$ cat config.mk
export PLATFORM = sky130hd
export DESIGN_NAME = dds_sweep_ctrl
export DESIGN_NICKNAME = d
export VERILOG_FILES = /design/src/rtl/dds_pkg.sv /design/src/rtl/dds_dwell_timer.sv /design/src/rtl/dds_sweep_ctrl.sv
export SDC_FILE = /design/constraint.sdc
export NUM_CORES = 1
export LEC_CHECK = 0
export CORE_MARGIN = 4
export CORE_UTILIZATION = 58
export DETAILED_ROUTE_END_ITERATION = 8
export GPL_TIMING_DRIVEN = 0
export PLACE_DENSITY = 0.9
export SLEW_MARGIN = 10
export SYNTH_ARGS = -nofsm -noshare
export SYNTH_HDL_FRONTEND = slang
export SYNTH_SLANG_ARGS = --single-unit
$ cat constraint.sdc
create_clock -name sys_clk -period 6.38 [get_ports sys_clk]
set_input_delay 1.276 -clock sys_clk [delete_from_list [all_inputs] [get_ports sys_clk]]
set_output_delay 1.276 -clock sys_clk [all_outputs]
set_load 0.02 [all_outputs]
$ cat src/rtl/dds_pkg.sv
// dds_pkg: shared constants, FSM encoding and step arithmetic for the
// DDS frequency-sweep controller.
package dds_pkg;

    // One-hot waveform codes understood by the DDS core
    localparam logic [3:0] WAVE_SIN = 4'b0001;
    localparam logic [3:0] WAVE_SQU = 4'b0010;
    localparam logic [3:0] WAVE_TRI = 4'b0100;
    localparam logic [3:0] WAVE_SAW = 4'b1000;

    // Config register map
    localparam logic [2:0] ADDR_F_START = 3'd0;
    localparam logic [2:0] ADDR_F_STOP  = 3'd1;
    localparam logic [2:0] ADDR_F_STEP  = 3'd2;
    localparam logic [2:0] ADDR_DWELL   = 3'd3;
    localparam logic [2:0] ADDR_WAVE    = 3'd4;
    localparam logic [2:0] ADDR_AMP     = 3'd5;
    localparam logic [2:0] ADDR_PHASE   = 3'd6;
    localparam logic [2:0] ADDR_MIN     = 3'd7;

    // Reset defaults
    localparam logic [8:0] AMP_UNITY = 9'd256;

    typedef enum logic [1:0] {
        ST_IDLE  = 2'd0,
        ST_DWELL = 2'd1,
        ST_STEP  = 2'd2
    } sweep_state_t;

    // Upward step with 33-bit headroom, clamped at the upper limit
    function automatic logic [31:0] step_up(input logic [31:0] cur,
                                            input logic [31:0] step,
                                            input logic [31:0] lim);
        logic [32:0] sum;
        sum = {1'b0, cur} + {1'b0, step};
        if (sum >= {1'b0, lim}) begin
            step_up = lim;
        end else begin
            step_up = sum[31:0];
        end
    endfunction

    // Downward step; a borrow or a result at/below the lower limit clamps
    function automatic logic [31:0] step_down(input logic [31:0] cur,
                                              input logic [31:0] step,
                                              input logic [31:0] lim);
        logic [32:0] dif;
        dif = {1'b0, cur} - {1'b0, step};
        if (dif[32] || (dif[31:0] <= lim)) begin
            step_down = lim;
        end else begin
            step_down = dif[31:0];
        end
    endfunction

endpackage

$ cat src/rtl/dds_dwell_timer.sv
// dds_dwell_timer: loadable down-counter holding the number of cycles left
// for the current frequency value. expire is high in the last such cycle.
module dds_dwell_timer
    import dds_pkg::*;
#(
    parameter int DWELL_W = 24
) (
    input  logic               sys_clk,
    input  logic               sys_rst_n,
    input  logic               load,
    input  logic               en,
    input  logic [DWELL_W-1:0] load_val,
    output logic               expire
);

    localparam logic [DWELL_W-1:0] CNT_ONE  = {{(DWELL_W-1){1'b0}}, 1'b1};
    localparam logic [DWELL_W-1:0] CNT_ZERO = {DWELL_W{1'b0}};

    logic [DWELL_W-1:0] cnt_r;

    assign expire = en & (cnt_r == CNT_ONE);

    // Count register: load has priority, otherwise count down while enabled
    always_ff @(posedge sys_clk) begin
        if (!sys_rst_n) begin
            cnt_r <= CNT_ZERO;
        end else if (load) begin
            cnt_r <= load_val;
        end else if (en && (cnt_r != CNT_ZERO)) begin
            cnt_r <= cnt_r - CNT_ONE;
        end
    end

endmodule

$ cat src/rtl/dds_sweep_ctrl.sv
// dds_sweep_ctrl: register-programmed frequency sweep driving the DDS core.
// Static settings (wave/amp/phase/min) update any time; sweep registers
// (f_start/f_stop/f_step/dwell) are writable only while idle.
// Build option: define DDS_SWEEP_TRIANGLE_EN for a triangle sweep
// (up then down); without it the sweep is a sawtooth.
module dds_sweep_ctrl
    import dds_pkg::*;
#(
    parameter int DWELL_W = 24
) (
    input  logic        sys_clk,
    input  logic        sys_rst_n,
    input  logic        cfg_valid,
    output logic        cfg_ready,
    input  logic [2:0]  cfg_addr,
    input  logic [31:0] cfg_wdata,
    input  logic        start,
    input  logic        stop,
    output logic        busy,
    output logic        step_pulse,
    output logic [3:0]  wave_select,
    output logic [8:0]  amp_ctl,
    output logic [31:0] freq_ctl,
    output logic [31:0] min_ctl,
    output logic [11:0] phase_ctl
);

    localparam logic [DWELL_W-1:0] DWELL_ONE  = {{(DWELL_W-1){1'b0}}, 1'b1};
    localparam logic [DWELL_W-1:0] DWELL_ZERO = {DWELL_W{1'b0}};

    logic [31:0]        f_start_r, f_stop_r, f_step_r;
    logic [DWELL_W-1:0] dwell_r;
    logic [3:0]         wave_r;
    logic [8:0]         amp_r;
    logic [11:0]        phase_r;
    logic [31:0]        min_r;
    logic [31:0]        freq_r;
    logic               step_pulse_r;
    logic               busy_r;

    sweep_state_t       state_r, state_nxt_s;
    logic [31:0]        freq_nxt_s, step_val_s;
    logic               step_nxt_s;
    logic               tmr_load_s, tmr_en_s, expire_s;
    logic               cfg_wr_s;
    logic [DWELL_W-1:0] dwell_eff_s;
`ifdef DDS_SWEEP_TRIANGLE_EN
    logic               dir_up_r, dir_up_nxt_s, dir_calc_s;
`endif

    assign cfg_ready   = ~busy_r | cfg_addr[2];
    assign cfg_wr_s    = cfg_valid & cfg_ready;
    assign dwell_eff_s = (dwell_r == DWELL_ZERO) ? DWELL_ONE : dwell_r;
    assign tmr_en_s    = (state_r != ST_IDLE);

    assign busy        = busy_r;
    assign step_pulse  = step_pulse_r;
    assign freq_ctl    = freq_r;
    assign wave_select = wave_r;
    assign amp_ctl     = amp_r;
    assign phase_ctl   = phase_r;
    assign min_ctl     = min_r;

    dds_dwell_timer #(.DWELL_W(DWELL_W)) u_dwell_timer (
        .sys_clk   (sys_clk),
        .sys_rst_n (sys_rst_n),
        .load      (tmr_load_s),
        .en        (tmr_en_s),
        .load_val  (dwell_eff_s),
        .expire    (expire_s)
    );

    // Config register file; the handshake already blocks sweep registers while busy
    always_ff @(posedge sys_clk) begin
        if (!sys_rst_n) begin
            f_start_r <= 32'd0;
            f_stop_r  <= 32'd0;
            f_step_r  <= 32'd0;
            dwell_r   <= DWELL_ONE;
            wave_r    <= WAVE_SIN;
            amp_r     <= AMP_UNITY;
            phase_r   <= 12'd0;
            min_r     <= 32'd0;
        end else if (cfg_wr_s) begin
            case (cfg_addr)
                ADDR_F_START: f_start_r <= cfg_wdata;
                ADDR_F_STOP:  f_stop_r  <= cfg_wdata;
                ADDR_F_STEP:  f_step_r  <= cfg_wdata;
                ADDR_DWELL:   dwell_r   <= cfg_wdata[DWELL_W-1:0];
                ADDR_WAVE:    wave_r    <= cfg_wdata[3:0];
                ADDR_AMP:     amp_r     <= cfg_wdata[8:0];
                ADDR_PHASE:   phase_r   <= cfg_wdata[11:0];
                ADDR_MIN:     min_r     <= cfg_wdata;
                default:      min_r     <= min_r;
            endcase
        end
    end

    // FSM state register
    always_ff @(posedge sys_clk) begin
        if (!sys_rst_n) begin
            state_r <= ST_IDLE;
        end else begin
            state_r <= state_nxt_s;
        end
    end

    // FSM next state: stop beats start, start beats dwell expiry
    always_comb begin
        state_nxt_s = state_r;
        if (stop) begin
            state_nxt_s = ST_IDLE;
        end else if (start) begin
            state_nxt_s = ST_DWELL;
        end else begin
            case (state_r)
                ST_IDLE:  state_nxt_s = ST_IDLE;
                ST_DWELL: state_nxt_s = expire_s ? ST_STEP : ST_DWELL;
                ST_STEP:  state_nxt_s = expire_s ? ST_STEP : ST_DWELL;
                default:  state_nxt_s = ST_IDLE;
            endcase
        end
    end

    // Next frequency value applied when the current dwell expires
    always_comb begin
        step_val_s = freq_r;
`ifdef DDS_SWEEP_TRIANGLE_EN
        dir_calc_s = dir_up_r;
`endif
        if (f_start_r >= f_stop_r) begin
            step_val_s = f_start_r;
        end else begin
`ifdef DDS_SWEEP_TRIANGLE_EN
            if (dir_up_r) begin
                if (freq_r == f_stop_r) begin
                    dir_calc_s = 1'b0;
                    step_val_s = step_down(freq_r, f_step_r, f_start_r);
                end else begin
                    step_val_s = step_up(freq_r, f_step_r, f_stop_r);
                end
            end else begin
                if (freq_r == f_start_r) begin
                    dir_calc_s = 1'b1;
                    step_val_s = step_up(freq_r, f_step_r, f_stop_r);
                end else begin
                    step_val_s = step_down(freq_r, f_step_r, f_start_r);
                end
            end
`else
            if (freq_r == f_stop_r) begin
                step_val_s = f_start_r;
            end else begin
                step_val_s = step_up(freq_r, f_step_r, f_stop_r);
            end
`endif
        end
    end

    // FSM outputs: next values for the registered sweep outputs and timer load
    always_comb begin
        freq_nxt_s   = freq_r;
        step_nxt_s   = 1'b0;
        tmr_load_s   = 1'b0;
`ifdef DDS_SWEEP_TRIANGLE_EN
        dir_up_nxt_s = dir_up_r;
`endif
        if (stop) begin
            freq_nxt_s = freq_r;
        end else if (start) begin
            freq_nxt_s   = f_start_r;
            tmr_load_s   = 1'b1;
`ifdef DDS_SWEEP_TRIANGLE_EN
            dir_up_nxt_s = 1'b1;
`endif
        end else if (tmr_en_s && expire_s) begin
            freq_nxt_s   = step_val_s;
            step_nxt_s   = 1'b1;
            tmr_load_s   = 1'b1;
`ifdef DDS_SWEEP_TRIANGLE_EN
            dir_up_nxt_s = dir_calc_s;
`endif
        end else begin
            freq_nxt_s = freq_r;
        end
    end

    // Registered sweep outputs
    always_ff @(posedge sys_clk) begin
        if (!sys_rst_n) begin
            freq_r       <= 32'd0;
            step_pulse_r <= 1'b0;
            busy_r       <= 1'b0;
`ifdef DDS_SWEEP_TRIANGLE_EN
            dir_up_r     <= 1'b1;
`endif
        end else begin
            freq_r       <= freq_nxt_s;
            step_pulse_r <= step_nxt_s;
            busy_r       <= (state_nxt_s != ST_IDLE);
`ifdef DDS_SWEEP_TRIANGLE_EN
            dir_up_r     <= dir_up_nxt_s;
`endif
        end
    end

endmodule
# After elaboration in Yosys (flattened, before gate mapping)
# Index checks and enable logic that the tools add are counted.
dict set report classes {
  n_addsub 2
  mul 0
  div 0
  magnitude_cmp 2
  eq_ne 11
  shift 0
  mux 15
  bitwise_logic 6
  n_reduce_logical 20
}
# op n
set op_table {}
lappend op_table {{2-to-1 mux 32 bit} 5}
lappend op_table {{2-to-1 mux 24 bit} 3}
lappend op_table {{adder 32 x 32 -> 33 bit} 1}
lappend op_table {{greater-or-equal comparator 33 x 32 -> 1 bit} 1}
lappend op_table {{equality test 32 bit} 1}
lappend op_table {{greater-or-equal comparator 32 bit} 1}
lappend op_table {{equality test 24 x 1 -> 1 bit, second input constant} 1}
lappend op_table {{zero test 24 bit} 1}
lappend op_table {{nonzero test 24 bit} 1}
lappend op_table {{subtractor 24 x 1 -> 24 bit, second input constant} 1}
lappend op_table {{AND reduction 2 bit} 9}
lappend op_table {{equality test 3 bit, second input constant} 4}
lappend op_table {{2-to-1 mux 2 bit} 4}
lappend op_table {{nonzero test 2 bit} 4}
lappend op_table {{equality test 3 x 2 -> 1 bit, second input constant} 2}
lappend op_table {{equality test 3 x 1 -> 1 bit, second input constant} 1}
lappend op_table {{zero test 3 bit} 1}
lappend op_table {{2-to-1 mux 1 bit} 3}
lappend op_table {{inverter 1 bit} 3}
lappend op_table {{OR reduction 3 bit} 1}
lappend op_table {{bitwise AND 1 bit} 2}
lappend op_table {{equality test 2 x 1 -> 1 bit, second input constant} 1}
lappend op_table {{equality test 2 bit, second input constant} 1}
lappend op_table {{logical AND 1 bit} 2}
lappend op_table {{other kinds (2)} 2}
dict set report totals {
  reg_bits 237
  latch_bits 0
  ramBits 0
  romBits 0
  input_bits 40
  out_inout_bits 92
  elab_cells 69
  n_memories 0
}

# Longest topological paths before layout
# Gate-level depths: netlist (run 1).
dict set report depth {
  ltp_word 7
  mapped_depth 19
  ltp_nobuf 17
}

# By module
# A second synthesis (run 1) with hierarchy kept.
dict set report hier_totals {
  hier_cells 1591
  hier_area_um2 13198.9
}
# mod instances cells_per_inst area_each_um2 seq_area_each_um2
set by_module_without_submodules {}
lappend by_module_without_submodules {dds_sweep_ctrl 1 1409 11681.2 4264.1}
lappend by_module_without_submodules {dds_dwell_timer 1 182 1517.7 480.5}

# Least setup slack after synthesis (run 1)
# No wires, ideal clock.
dict set report synth_path {
  path_kind {reg2reg}
  start {reg freq_r[0], in the netlist freq_ctl[0]}
  end {reg freq_r[10], in the netlist freq_ctl[10]}
  setup_time_ps 117
  arrival_time_ps 4444
  required_time_ps 6263
  slack_ps 1819
  stages_incl_launch_ff 18
  n_path_buf 1
  period_less_slack_ps 4561
  cell_sequence {dfxtp_1 ha_1 fa_1 a211oi_1 o211ai_1 a211oi_1 o31ai_1 and3_1 nor3_1 ha_1 a21o_1 a2111oi_0 o311ai_1 or4_4 nor2_8 buf_6 o211ai_1 a32o_1}
}
dict set report synth_between {
  elab_chain_len 7
  word_cells_on_any_way 8
  classes_between {1 x add/sub; 1 x order compare; 1 x eq/ne; 5 x mux}
}
# element line_no
set synth_rtl {}
lappend synth_rtl {{start: declaration} dds_sweep_ctrl.sv:37} ;# logic [31:0] freq_r;
lappend synth_rtl {{start signal: assignment} dds_sweep_ctrl.sv:198} ;# freq_r <= freq_nxt_s;
lappend synth_rtl {{adder 32 x 32 -> 33 bit} dds_pkg.sv:35} ;# sum = {1'b0, cur} + {1'b0, step};
lappend synth_rtl {{greater-or-equal comparator 33 x 32 -> 1 bit} dds_pkg.sv:36} ;# if (sum >= {1'b0, lim}) begin
lappend synth_rtl {{2-to-1 mux 32 bit} dds_pkg.sv:36}
lappend synth_rtl {{2-to-1 mux 32 bit *} dds_sweep_ctrl.sv:151} ;# if (freq_r == f_stop_r) begin
lappend synth_rtl {{2-to-1 mux 32 bit *} dds_sweep_ctrl.sv:131} ;# if (f_start_r >= f_stop_r) begin
lappend synth_rtl {{2-to-1 mux 32 bit *} dds_sweep_ctrl.sv:176} ;# end else if (tmr_en_s && expire_s) begin
lappend synth_rtl {{2-to-1 mux 32 bit *} dds_sweep_ctrl.sv:170} ;# end else if (start) begin
# Mark *: on every way between the ends. The rest lies on a longest branch, timed or not. The select of a mux whose other input is x is not followed.
# A chain may end at the register's enable or synchronous reset.

# Worst setup path after layout (run 1)
dict set report layout_path {
  start {reg freq_r[0], in the netlist freq_ctl[0]}
  end {reg freq_r[5], in the netlist freq_ctl[5]}
}
# Same word-level chain as after synthesis.

==> impl_metrics.yaml, run 1 <==
synthesis:
  synth_xor_xnor_area_share_pct: 4.53
  yosys.area_share.adder_pct: 9.29
  synth_compound_area_share_pct: 25.3
  synth_top_area_share_pct: 35.0
  synthFlopType: "dfxtp_1"
  synth_mux_area_share_pct: 0.453
  synthDistinctLibCells: 71
  synth_top_cell_by_area: "dfxtp_1"
  synth_cells: 1671
  synth_seq_area_share_pct: 35.0
  synth_area_mm2: 0.0135
  ys_ff_latch: 237
  synthTopCellsByArea: "dfxtp_1 (35%), nand2_1 (12%), a21boi_0 (9.6%)"
  synth_top_family_by_area: "compound AO/OA/AOI/OAI gates"
  synthArstFlopShare_pct: 0
  syn_nets: 1811
  yosys.area_share.simple_pct: 21.1
  postSynthAreaPerCell_um2: 8.10
  ys_warn_count: 0
  synth_edf_count: 0
clocking:
  cts_setup_buffers: 0
  cts_tree: "built"
  numCtsBuffers: 25
  clock_sinks: 237
  cts.path.max_buffers: 3
  clock_latency_ns: 0.54
  clkTransAtPathRegs_ns: 0.07
  cts-root-buf: "clkbuf_16"
  cts.htree.levels: 1
sta:
  hold_violations: 0
  setup_violations: 0
  rsz0062_at_grt: "no"
  finClkSkew_ns: 0.0184
  holdWs_ns: 0.468
  fmax_mhz: 163
  relSlewSlack_pct: 43.8
  maxSlewViolCount: 0
  finalCritPeriodShare_pct: 96.3
  fin_setup_tns_ns: 0
  setup_ws_ns: 0.239
  fin_crit_ns: 6.14
  worst_pin_slew_ns: 0.844
die:
  boundaryPins: 132
  die_x_um: 161
  core-area_mm2: 0.0228
  initial_core_util_pct: 59.5
  die_area_mm2: 0.0259
  rows: 55
  die_h_um: 161
place:
  routabilityCongestion: 0.985
  placed_area_mm2: 0.0152
  place_ws_ns: 0.305
  io_buffers: 125
  dp_hpwl_um: 35100
worst_setup_path:
  worstPathArrival_ns: 6.62
  crit_fanout: 10
  path_buf_inv: 1
  end_kind: "flop"
  startpoint_type: "flop"
  cp_top_family: "compound AO/OA/AOI/OAI gates"
  criticalPathCategory: "flop to flop"
  critPathMaxStageDelay_ns: 0.64
  cp_slowest_cell: "a2111oi_1"
  worst-endpoint-required_ns: 6.86
  path_cells: "ha_1, fa_1, a211oi_1, o211ai_1, a211oi_1, o31ai_1, and3_1, nor3_1, ha_1, a21o_1, a2111oi_1, o311ai_1, nor4_4, clkbuf_1, nand3_1, o211ai_1, a32o_1"
finish:
  nets: 1963
  final_area_mm2: 0.0160
  n_fill_cell: 1792
  num_antenna_cells: 0
  syn2layout_area_growth_pct: 18.5
  mostFrequentLayoutCell: "nand2_1"
  mostFrequentLayoutCells: "nand2_1 (418), dfxtp_1 (237), a21boi_0 (174)"
  drive_above_1_share_pct: 4.52
flow_run:
  drv_cap: 0
power_and_ir_drop:
  worst_ir_drop_vdd_mv: 0.200
  p_total_uw: 3960
  power_density_mw_per_mm2: 247
  leakagePower_uw: 0.00616
routing:
  drt_iter0_drc: 1419
  drc_errors: 0
  wire_per_inst_um: 21.4
  ant_nets: 0
  wirelength_um: 45900
  first_pass_iters: 7
  dr_total_vias: 13500
  viasPerCell: 6.26
grt:
  grt_pass1_vias: 13000
  grt_usage_pct: 33.9
  antenna_found_initial: 0
  grt_max_degree: 17
  grt_pass1_wl_um: 70600
  overflow: 0
min_path:
  hold_path_class: "flop to flop"
run_status:
  outcome: "finished clean"
## tightest hold or removal path, cell delays in order (launching register included)
cell and delay (ns):
dfxtp_1 0.31, nand2_1 0.05, a21boi_0 0.06
## report_power, final
part	leakage (uW)	total (uW)	internal [uW]	switching, uW
Combinational	0.00384	815	296	519
Clock	0.000399	1560	928	634
Sequential	0.00192	1580	1530	56.2
Total	0.00616	3960	2750	1210
## through the flow
step,util [%],instances
2_1_floorplan,-,1671
4_1_cts,70.4,2150
6_report,70.5,2150
3_3_place_gp,66.7,2109
3_5_place_dp,66.7,2109
5_1_grt,70.5,2150
## sequential cells by signal, indices dropped and copies added (netlist names), 4 cells and up
register	count
min_ctl	32
amp_ctl	9
phase_ctl	12
f_start_r	32
f_step_r	32
dwell_r	24
wave_select	4
f_stop_r	32
freq_ctl	32
u_dwell_timer.cnt_r	24
## area by class of cell
class                   count  area [um2]  area share [%]
multi-input cells        1293        8220            51.2
inverters                  44         165            1.03
plain buffers              97         412            2.57
clock buffers              26         639            3.98
clock inverters            15         221            1.38
flip-flops and latches    237        4740            29.6
well taps                 313         392            2.44
repair buffers            125        1250            7.80
## synth_stat cells, types with 5 or more instances
library cell  count
xnor2_1          25
a21boi_0        174
nor4_1           25
ha_1             99
nand2_1         418
nand3_1          50
xor2_1           45
a32o_1           16
o311ai_0          6
a211oi_1         19
clkbuf_1         81
nand4_1          18
a22oi_1           6
nor2b_1           7
dfxtp_1         237
and3_1           14
buf_2             8
o21a_1           19
nor3_1           20
a21o_1           27
a31oi_1          13
and2_1           10
nor2_1           39
inv_1            44
o211ai_1         17
o211a_1           5
o21ai_0          44
nand2b_1          9
o221ai_1          7
o2111ai_1         6
mux2i_1           5
a21oi_1          81
## logic make-up after synthesis
kind of cell	count (synthesis)
AO/OA/AOI/OAI	480
XOR/XNOR	70
adder cells (fa/ha/maj)	100
buffers and inverters	141
flip-flops	237
multiplexers	6
AND/OR/NAND/NOR	637
## final timing paths
check	start	endpoint	slack [ns]	depth (start not counted)
worst max register to register	freq_ctl[0]$_SDFFE_PN0P_	freq_ctl[5]$_SDFFE_PN0P_	0.24	17
worst min-delay path	amp_ctl[7]$_SDFFE_PN0P_	amp_ctl[7]$_SDFFE_PN0P_	0.47	2
worst min register to register	amp_ctl[7]$_SDFFE_PN0P_	amp_ctl[7]$_SDFFE_PN0P_	0.47	2
worst max-delay path	freq_ctl[0]$_SDFFE_PN0P_	freq_ctl[5]$_SDFFE_PN0P_	0.24	17
## per-layer routing
layer	global-route usage [%]	up-vias	routed length, um
met5	0	-	0
met4	16.1	0	2260
met3	4.52	144	4410
met2	55.4	760	20900
met1	44.7	6332	18400
li1	-	6217	-
## what timing repair did
action / 4_1_cts / 5_1_grt
hold endpoints to repair: 0 / 0
setup endpoints to repair: 0 / 27
gates resized for setup: 0 / 1
hold buffers: 0 / 0
Note: power is estimated with default switching activity, not from simulation.
==> run 2, diff against run 1 <==
REMOVE_ABC_BUFFERS = 1   (was not set)
==> impl_metrics.yaml, run 2 (synthesis results as in run 1) <==
clocking:
  clock_sinks: 237
  cts.path.max_buffers: 3
  cts-root-buf: "clkbuf_16"
  ctsHoldBuffers: 0
  cts.htree.levels: 1
  cts-resized-gates: 0
  numCtsBuffers: 26
  clkTransAtPathRegs_ns: 0.07
  cts_tree: "built"
  clock_latency_ns: 0.55
  cts_setup_buffers: 0
sta:
  holdWs_ns: 0.464
  rsz0062_at_grt: "no"
  fmax_mhz: 162
  hold_violations: 0
  relSlewSlack_pct: 18.4
  setup_ws_ns: 0.225
  finClkSkew_ns: 0.0195
  setup_violations: 0
  finalCritPeriodShare_pct: 96.5
  worst_pin_slew_ns: 1.22
  fin_setup_tns_ns: 0
  maxSlewViolCount: 0
  fin_crit_ns: 6.16
worst_setup_path:
  worstPathArrival_ns: 6.58
  crit_fanout: 28
  criticalPathCategory: "flop to flop"
  startpoint_type: "flop"
  worst-endpoint-required_ns: 6.81
  end_kind: "flop"
place:
  place_ws_ns: 0.111
  routabilityCongestion: 0.949
  dp_hpwl_um: 29200
  io_buffers: 131
  dp.cells: 2027
  placed_area_mm2: 0.0150
grt:
  overflow: 0
  grt_pass1_vias: 12500
  met1_usage_pct: 40.5
  grt_max_degree: 161
  grt_pass1_wl_um: 66000
  grt_busiest_layer: "met2"
  use_met3_pct: 6.13
  antenna_found_initial: 0
  met2_usage_pct: 50.8
  grt_usage_pct: 31.1
die:
  die_x_um: 161
  die_h_um: 161
  boundaryPins: 132
  initial_core_util_pct: 59.5
  rows: 55
  die_area_mm2: 0.0259
  core-area_mm2: 0.0228
routing:
  viasPerCell: 6.18
  first_pass_iters: 5
  drc_errors: 0
  wirelength_um: 41700
  dr_total_vias: 12800
  drt_iter0_drc: 1232
  wire_per_inst_um: 20.1
  ant_nets: 0
finish:
  fin_cells: 2077
  mostFrequentLayoutCells: "nand2_1 (417), dfxtp_1 (237), a21boi_0 (174)"
  drive_above_1_share_pct: 5.44
  final_area_mm2: 0.0161
  num_antenna_cells: 0
  mostFrequentLayoutCell: "nand2_1"
  nets: 1884
  syn2layout_area_growth_pct: 18.8
run_status:
  outcome: "finished clean"
power_and_ir_drop:
  power_density_mw_per_mm2: 261
  worst_ir_drop_vdd_mv: 0.219
  leakagePower_uw: 0.00621
min_path:
  hold_path_class: "flop to flop"
flow_run:
  drv_cap: 0
-- run 2: cell types whose count changed in the layout (fill, tap and decap cells not counted), sizes merged --
cell / delta
clkbuf: -78
clkdlybuf4s50: +5
clkinvlp: -5
clkinv: +4
bufinv: +3
buf: -1
inv: -1
-- run 2: critical path, stage by stage (launching register included) --
cell	delay [ns]
dfxtp_1	0.39
ha_1	0.29
fa_1	0.43
a211oi_1	0.31
o211ai_1	0.20
a211oi_1	0.58
o31ai_1	0.32
and3_1	0.23
nor3_1	0.29
ha_1	0.30
a21o_1	0.16
a2111oi_0	0.69
o311ai_1	0.32
or4_4	0.61
nor2_8	0.47
a31oi_1	0.17
o31a_1	0.25
-- run 2: layout make-up --
| class | count | area [um2] |
|---|---|---|
| Inverter | 44 | 165 |
| Fill cell | 1751 | 6680 |
| Timing Repair Buffer | 142 | 1500 |
| Clock inverter | 16 | 304 |
| Sequential cell | 237 | 4740 |
| Multi-Input combinational cell | 1293 | 8260 |
| Tap cell | 313 | 392 |
| Clock buffer | 32 | 733 |
-- run 2: metrics by stage --
step           power (uW)  utilization, %
6_report             4200            70.7
5_1_grt              4330            70.7
4_1_cts              4170            70.6
3_5_place_dp         2390            66.0
3_3_place_gp         2360            65.1
2_1_floorplan        2060               -
-- run 2: routing by layer --
metal  wire, um  vias to the layer above
met5          0                        -
met4       1720                        0
met3       3680                      113
met2      18900                      590
met1      17400                     6082
li1           -                     6052
-- run 2: power breakdown --
part	switching (uW)	internal, uW
combinational	522	303
clock	655	1140
sequential	51.0	1530
-- run 2: final timing paths --
check / start / slack [ns] / end / cells past startpoint
max: freq_ctl[0]$_SDFFE_PN0P_ / 0.22 / freq_ctl[27]$_SDFFE_PN0P_ / 16
min: min_ctl[16]$_SDFFE_PN0P_ / 0.46 / min_ctl[16]$_SDFFE_PN0P_ / 2
max reg2reg: freq_ctl[0]$_SDFFE_PN0P_ / 0.22 / freq_ctl[27]$_SDFFE_PN0P_ / 16
min reg2reg: min_ctl[16]$_SDFFE_PN0P_ / 0.46 / min_ctl[16]$_SDFFE_PN0P_ / 2
